$ cat config.mk
export PLATFORM = sky130hd
export DESIGN_NAME = lsu_req_tracker
export DESIGN_NICKNAME = d
export VERILOG_FILES = /design/src/rtl/lsu_req_tracker.sv
export SDC_FILE = /design/constraint.sdc
export NUM_CORES = 1
export LEC_CHECK = 0
export BUFFER_PORTS_ARGS = -buffer_cell sky130_fd_sc_hd__buf_2
export CAP_MARGIN = 20
export CORE_AREA = 2 2 88 90
export CTS_BUF_LIST = sky130_fd_sc_hd__clkbuf_2
export DETAILED_ROUTE_END_ITERATION = 6
export DIE_AREA = 0 0 90 92
export PLACE_DENSITY = 0.82
export SETUP_SLACK_MARGIN = 0.15
export SLEW_MARGIN = 10
export SYNTH_ARGS = -nofsm -noshare
export SYNTH_HDL_FRONTEND = slang
export SYNTH_SLANG_ARGS = --single-unit
$ cat constraint.sdc
create_clock -name clk -period 4.8 [get_ports clk]
set_input_delay 0.72 -clock clk [delete_from_list [all_inputs] [get_ports clk]]
set_output_delay 0.72 -clock clk [all_outputs]
set_load 0.01 [all_outputs]
$ cat src/rtl/lsu_req_tracker.sv
// Load/store request unit: issues split-transaction bus requests and tracks up to DEPTH in-order ops.
// Optional perf counters enabled by defining LSU_PERF_CNT_EN.
module lsu_req_tracker #(
    parameter int DATA_W = 32,
    parameter int ADDR_W = 32,
    parameter int DEPTH  = 2,
    parameter int TAG_W  = 5
) (
    input  logic                        clk,
    input  logic                        reset,
    input  logic                        in_valid,
    output logic                        in_ready,
    input  logic                        in_store,
    input  logic [1:0]                  in_size,
    input  logic                        in_signed,
    input  logic [ADDR_W-1:0]           in_addr,
    input  logic [DATA_W-1:0]           in_wdata,
    input  logic [TAG_W-1:0]            in_tag,
    input  logic                        flush,
    output logic                        bus_req,
    output logic                        bus_wr,
    output logic [1:0]                  bus_size,
    output logic [DATA_W/8-1:0]         bus_wstrb,
    output logic [ADDR_W-1:0]           bus_addr,
    output logic [DATA_W-1:0]           bus_wdata,
    input  logic                        bus_addr_ok,
    input  logic                        bus_data_ok,
    input  logic [DATA_W-1:0]           bus_rdata,
    output logic                        resp_valid,
    output logic                        resp_ale,
    output logic                        resp_store,
    output logic [TAG_W-1:0]            resp_tag,
    output logic [DATA_W-1:0]           resp_data,
    output logic [$clog2(DEPTH):0]      outstanding
`ifdef LSU_PERF_CNT_EN
    ,
    output logic [31:0]                 perf_req_cnt,
    output logic [31:0]                 perf_cancel_cnt,
    output logic [31:0]                 perf_stall_cnt
`endif
);

    localparam int STRB_W = DATA_W / 8;
    localparam int OFF_W  = $clog2(STRB_W);
    localparam int PTR_W  = $clog2(DEPTH);
    localparam int CNT_W  = PTR_W + 1;

    logic             q_store  [DEPTH];
    logic [1:0]       q_size   [DEPTH];
    logic             q_signed [DEPTH];
    logic [OFF_W-1:0] q_off    [DEPTH];
    logic [TAG_W-1:0] q_tag    [DEPTH];
    logic             q_ale    [DEPTH];
    logic             q_cancel [DEPTH];

    logic [PTR_W-1:0] wr_ptr, rd_ptr;
    logic [CNT_W-1:0] count_q;

    logic              ale, full, push, pop, head_cancel;
    logic [OFF_W-1:0]  in_off;
    logic [STRB_W-1:0] strb_base;
    logic [DATA_W-1:0] shifted, load_ext;

    assign in_off  = in_addr[OFF_W-1:0];
    assign full    = (count_q == CNT_W'(DEPTH));

    always_comb begin
        ale = 1'b0;
        case (in_size)
            2'd1:    ale = in_addr[0];
            2'd2:    ale = |in_addr[1:0];
            2'd3:    ale = (DATA_W == 32) ? 1'b1 : |in_addr[2:0];
            default: ale = 1'b0;
        endcase
    end

    assign bus_req  = in_valid & ~ale & ~flush & ~full;
    assign in_ready = in_valid & ~flush & ~full & (ale | bus_addr_ok);
    assign bus_size = in_size;
    assign bus_addr = in_addr;
    assign push     = in_ready;

    always_comb begin
        strb_base = '0;
        bus_wdata = in_wdata;
        case (in_size)
            2'd0: begin
                strb_base = STRB_W'(1);
                bus_wdata = {(DATA_W/8){in_wdata[7:0]}};
            end
            2'd1: begin
                strb_base = STRB_W'(3);
                bus_wdata = {(DATA_W/16){in_wdata[15:0]}};
            end
            2'd2: begin
                strb_base = STRB_W'(15);
                bus_wdata = {(DATA_W/32){in_wdata[31:0]}};
            end
            default: begin
                strb_base = '1;
                bus_wdata = in_wdata;
            end
        endcase
    end

    assign bus_wstrb = in_store ? (strb_base << in_off) : '0;
    assign bus_wr    = |bus_wstrb;

    // An ALE head needs no bus response; flush suppresses a completion in the same cycle.
    assign pop         = (count_q != '0) & (q_ale[rd_ptr] | bus_data_ok);
    assign head_cancel = q_cancel[rd_ptr] | flush;
    assign resp_valid  = pop & ~head_cancel;

    assign shifted = bus_rdata >> {q_off[rd_ptr], 3'b000};

    always_comb begin
        load_ext = shifted;
        case (q_size[rd_ptr])
            2'd0: load_ext = q_signed[rd_ptr] ? DATA_W'($signed(shifted[7:0]))
                                              : DATA_W'(shifted[7:0]);
            2'd1: load_ext = q_signed[rd_ptr] ? DATA_W'($signed(shifted[15:0]))
                                              : DATA_W'(shifted[15:0]);
            2'd2: load_ext = q_signed[rd_ptr] ? DATA_W'($signed(shifted[31:0]))
                                              : DATA_W'(shifted[31:0]);
            default: load_ext = shifted;
        endcase
    end

    assign resp_ale    = resp_valid & q_ale[rd_ptr];
    assign resp_store  = resp_valid & q_store[rd_ptr];
    assign resp_tag    = resp_valid ? q_tag[rd_ptr] : '0;
    assign resp_data   = (resp_valid & ~q_store[rd_ptr] & ~q_ale[rd_ptr]) ? load_ext : '0;
    assign outstanding = count_q;

    always_ff @(posedge clk) begin
        if (reset) begin
            wr_ptr  <= '0;
            rd_ptr  <= '0;
            count_q <= '0;
            for (int i = 0; i < DEPTH; i++) begin
                q_store[i]  <= 1'b0;
                q_size[i]   <= '0;
                q_signed[i] <= 1'b0;
                q_off[i]    <= '0;
                q_tag[i]    <= '0;
                q_ale[i]    <= 1'b0;
                q_cancel[i] <= 1'b0;
            end
        end else begin
            // Stale slots may be marked too; a push always rewrites cancel.
            if (flush) begin
                for (int i = 0; i < DEPTH; i++) q_cancel[i] <= 1'b1;
            end
            if (push) begin
                q_store[wr_ptr]  <= in_store;
                q_size[wr_ptr]   <= in_size;
                q_signed[wr_ptr] <= in_signed;
                q_off[wr_ptr]    <= in_off;
                q_tag[wr_ptr]    <= in_tag;
                q_ale[wr_ptr]    <= ale;
                q_cancel[wr_ptr] <= 1'b0;
                wr_ptr           <= wr_ptr + 1'b1;
            end
            if (pop) rd_ptr <= rd_ptr + 1'b1;
            count_q <= count_q + CNT_W'(push) - CNT_W'(pop);
        end
    end

    assert property (@(posedge clk) disable iff (reset)
        bus_data_ok |-> ((count_q != '0) && !q_ale[rd_ptr]));

`ifdef LSU_PERF_CNT_EN
    always_ff @(posedge clk) begin
        if (reset) begin
            perf_req_cnt    <= '0;
            perf_cancel_cnt <= '0;
            perf_stall_cnt  <= '0;
        end else begin
            if (bus_req & bus_addr_ok)       perf_req_cnt    <= perf_req_cnt + 32'd1;
            if (pop & head_cancel)           perf_cancel_cnt <= perf_cancel_cnt + 32'd1;
            if (in_valid & ~in_ready & ~flush) perf_stall_cnt <= perf_stall_cnt + 32'd1;
        end
    end
`endif

endmodule

==> impl_metrics.ini <==
[logic_synthesis]
synthCells = 353
ys_seq_elements = 31
ys_warn_count = 0
seq_area_frac_synth_pct = 28.7
ys_types = 42
synthArstFlopShare_pct = 0
synth_edf_count = 24
yosysTopAreaCellShare_pct = 24.0
synth_common_cells = buf_4 (43), nand2_1 (30), nor2_1 (29)
syn_area_per_cell_um2 = 8.49
synth_nets = 466
syn_area_um2 = 3000
synth_most_common_cell = buf_4
synthTopCellsByArea = edfxtp_1 (24%), buf_4 (11%), mux2i_1 (9.0%)
yosys.area.top_type = edfxtp_1
ys.flop_type = edfxtp_1

[critical_path]
rr_endpoint = outstanding[1]
startpoint_type = flop
regToRegSetupSlack_ns = 2.47
cpMaxStageDelayCell = a2111oi_0
r2r_cells = 9
worstSetupEndpointType = primary output
arrival_ns = 3.29
crit_chain = mux2i_1 -> o2111ai_2 -> a2111oi_0 -> o31ai_4 -> o21ai_0 -> buf_2
worstPathMaxFanout = 16
crit_type = flop to primary output
critPathMaxStageDelay_ns = 0.93
required_ns = 4.08

[final_layout]
fill_cells = 724
layout-drive-gt1-share_pct = 46.3
syn2layout_area_growth_pct = 19.5
diodes = 0
nets = 576
post-route-util_pct = 48.1

[route]
drt-wirelength-per-cell_um = 14.2
wl_met3_um = 712
viasPerCell = 5.14
vias = 2908
ant_nets = 0
post-route-drc-count = 0
dr.pass1.iters = 4
wl_met1_mm = 3.06
dr.first_iter.drc_count = 113
highest_layer = met4
wl_mm = 8.04
wl_met2_mm = 4.07

[clocking]
cts_setup_buffers = 0
post_cts_resized = 0
clk_path_buf_depth = 2
cts_buffers = 5
path_clk_slew_ns = 0.15
cts_tree = done
insertion_delay_ns = 0.35
htreeDepth = 2
cts_sinks = 31
cts_hold_buf = 0
cts_root_buf = clkbuf_2

[placement]
port_buffers = 165
place_congestion = 0.966
dpl.hpwl_mm = 6.63
pre_cts_ws_ns = 1.04

[power_and_ir_drop]
powerDensity_nw_per_um2 = 279
peakVddDrop_mv = 0.0940
sw_frac_of_total_pct = 41.1
clkPwrFrac_pct = 12.2
combPwrFrac_pct = 52.2
switchingPower_w = 0.000411
p_leak_nw = 1.84
internal-power_w = 0.000588
p_seq_share_pct = 35.6

[min_path]
min_from = q_cancel[0]
hold_end = q_cancel[0]
worstHoldPathType = flop to flop
holdPathStages = 2

[global_route]
track_usage_pct = 18.8
antenna_found_initial = 0
gr-total-overflow = 0
grt_pass1_wl_mm = 12.9
grt_pass1_vias = 2811
grt_max_degree = 32

[sta]
setup_tns_ns = 0
final.period_utilization_pct = 83.6
min_period_ns = 4.01
hold_violations = 0
setup_slack_ns = 0.789
fmax_ghz = 0.249
tightestPinTransition_ns = 1.06
final_max_slew_viol_count = 0
slew_headroom_pct = 29.0
fin_worst_skew_ns = 0.0128
setup_violations = 0
rsz0062_at_grt = false
holdWs_ns = 0.510

[floorplan]
initial_utilization_pct = 40.3
core_um2 = 7450
dieArea_um2 = 8280
die_w_um = 90
num_rows = 32
io_pins = 226
die_h_um = 92

[outcome]
status = finished clean

[run]
cap_violations = 0
==> placed cells by master, fill, tap and decap left out, types with 8 or more instances in the layout <==
cell type / count
a21oi_1: 17
mux2_2: 17
o21ai_0: 19
nor2_1: 29
inv_1: 16
mux2i_1: 26
nand2_1: 30
and3_1: 8
a211oi_1: 9
edfxtp_1: 24
o21ai_2: 8
and2_1: 24
buf_2: 165
==> per-layer routing <==
metal	up-vias	global-route usage (%)
met5	-	0
met4	0	8.08
met3	15	4.03
met2	186	35.7
met1	1300	19.9
li1	1407	-
==> cells by family after synthesis <==
family | synth area share, %
simple gates | 19.2
buf+inv | 17.1
compound gates | 16.6
mux | 16.4
flops | 28.7
xor+xnor | 1.17
fa+ha+maj | 0.835
==> power by group through the flow <==
stage               Sequential [W]  Combinational, W  Clock [W]
floorplan                 0.000346          0.000421          0
global placement          0.000360          0.000506          0
detailed placement        0.000363          0.000520          0
CTS                       0.000357          0.000522   0.000126
global route              0.000362          0.000580   0.000137
finish                    0.000356          0.000521   0.000122
==> registers in the layout (all words and copies together) (netlist names), named ones only <==
register and cells:
outstanding 2, q_ale 2, q_cancel 2, q_off 4, q_signed 2, q_size 4, q_store 2, q_tag 10
rd_ptr 1, wr_ptr 1
==> worst max-delay path by stage <==
stage               depth (start not counted)             to  slack (ns)
floorplan                                   6  resp_data[21]        2.03
global placement                            7  resp_data[23]        1.11
detailed placement                          7  resp_data[23]        1.04
CTS                                         7  resp_data[23]        0.60
global route                                6  resp_data[17]        0.42
finish                                      6  resp_data[23]        0.79
==> area by class of cell <==
cell class	instances	area, um^2	share of cell area (%)
sequential	31	861	24.0
tap	102	128	3.56
clock inverter	2	11.3	0.314
multi-input combinational	240	1640	45.7
clock buffer	6	30.0	0.838
timing repair buffer	169	856	23.9
inverter	16	60.1	1.68
==> critical path, delay by kind of cell, from the launching register on <==
kind / cells / cell delay, ns
buf+inv: 1 / 0.16
compound gates: 4 / 1.80
mux: 1 / 0.28
flops: 1 / 0.68
==> through the flow <==
stage	total power (W)	cells	area (um^2)
final	0.000999	566	3580
after global routing	0.00108	566	3580
after CTS	0.00100	566	3570
after detailed placement	0.000883	558	3530
after global placement	0.000866	558	3530
after floorplan	0.000767	353	3000
Note: power is estimated with default switching activity, not from simulation.
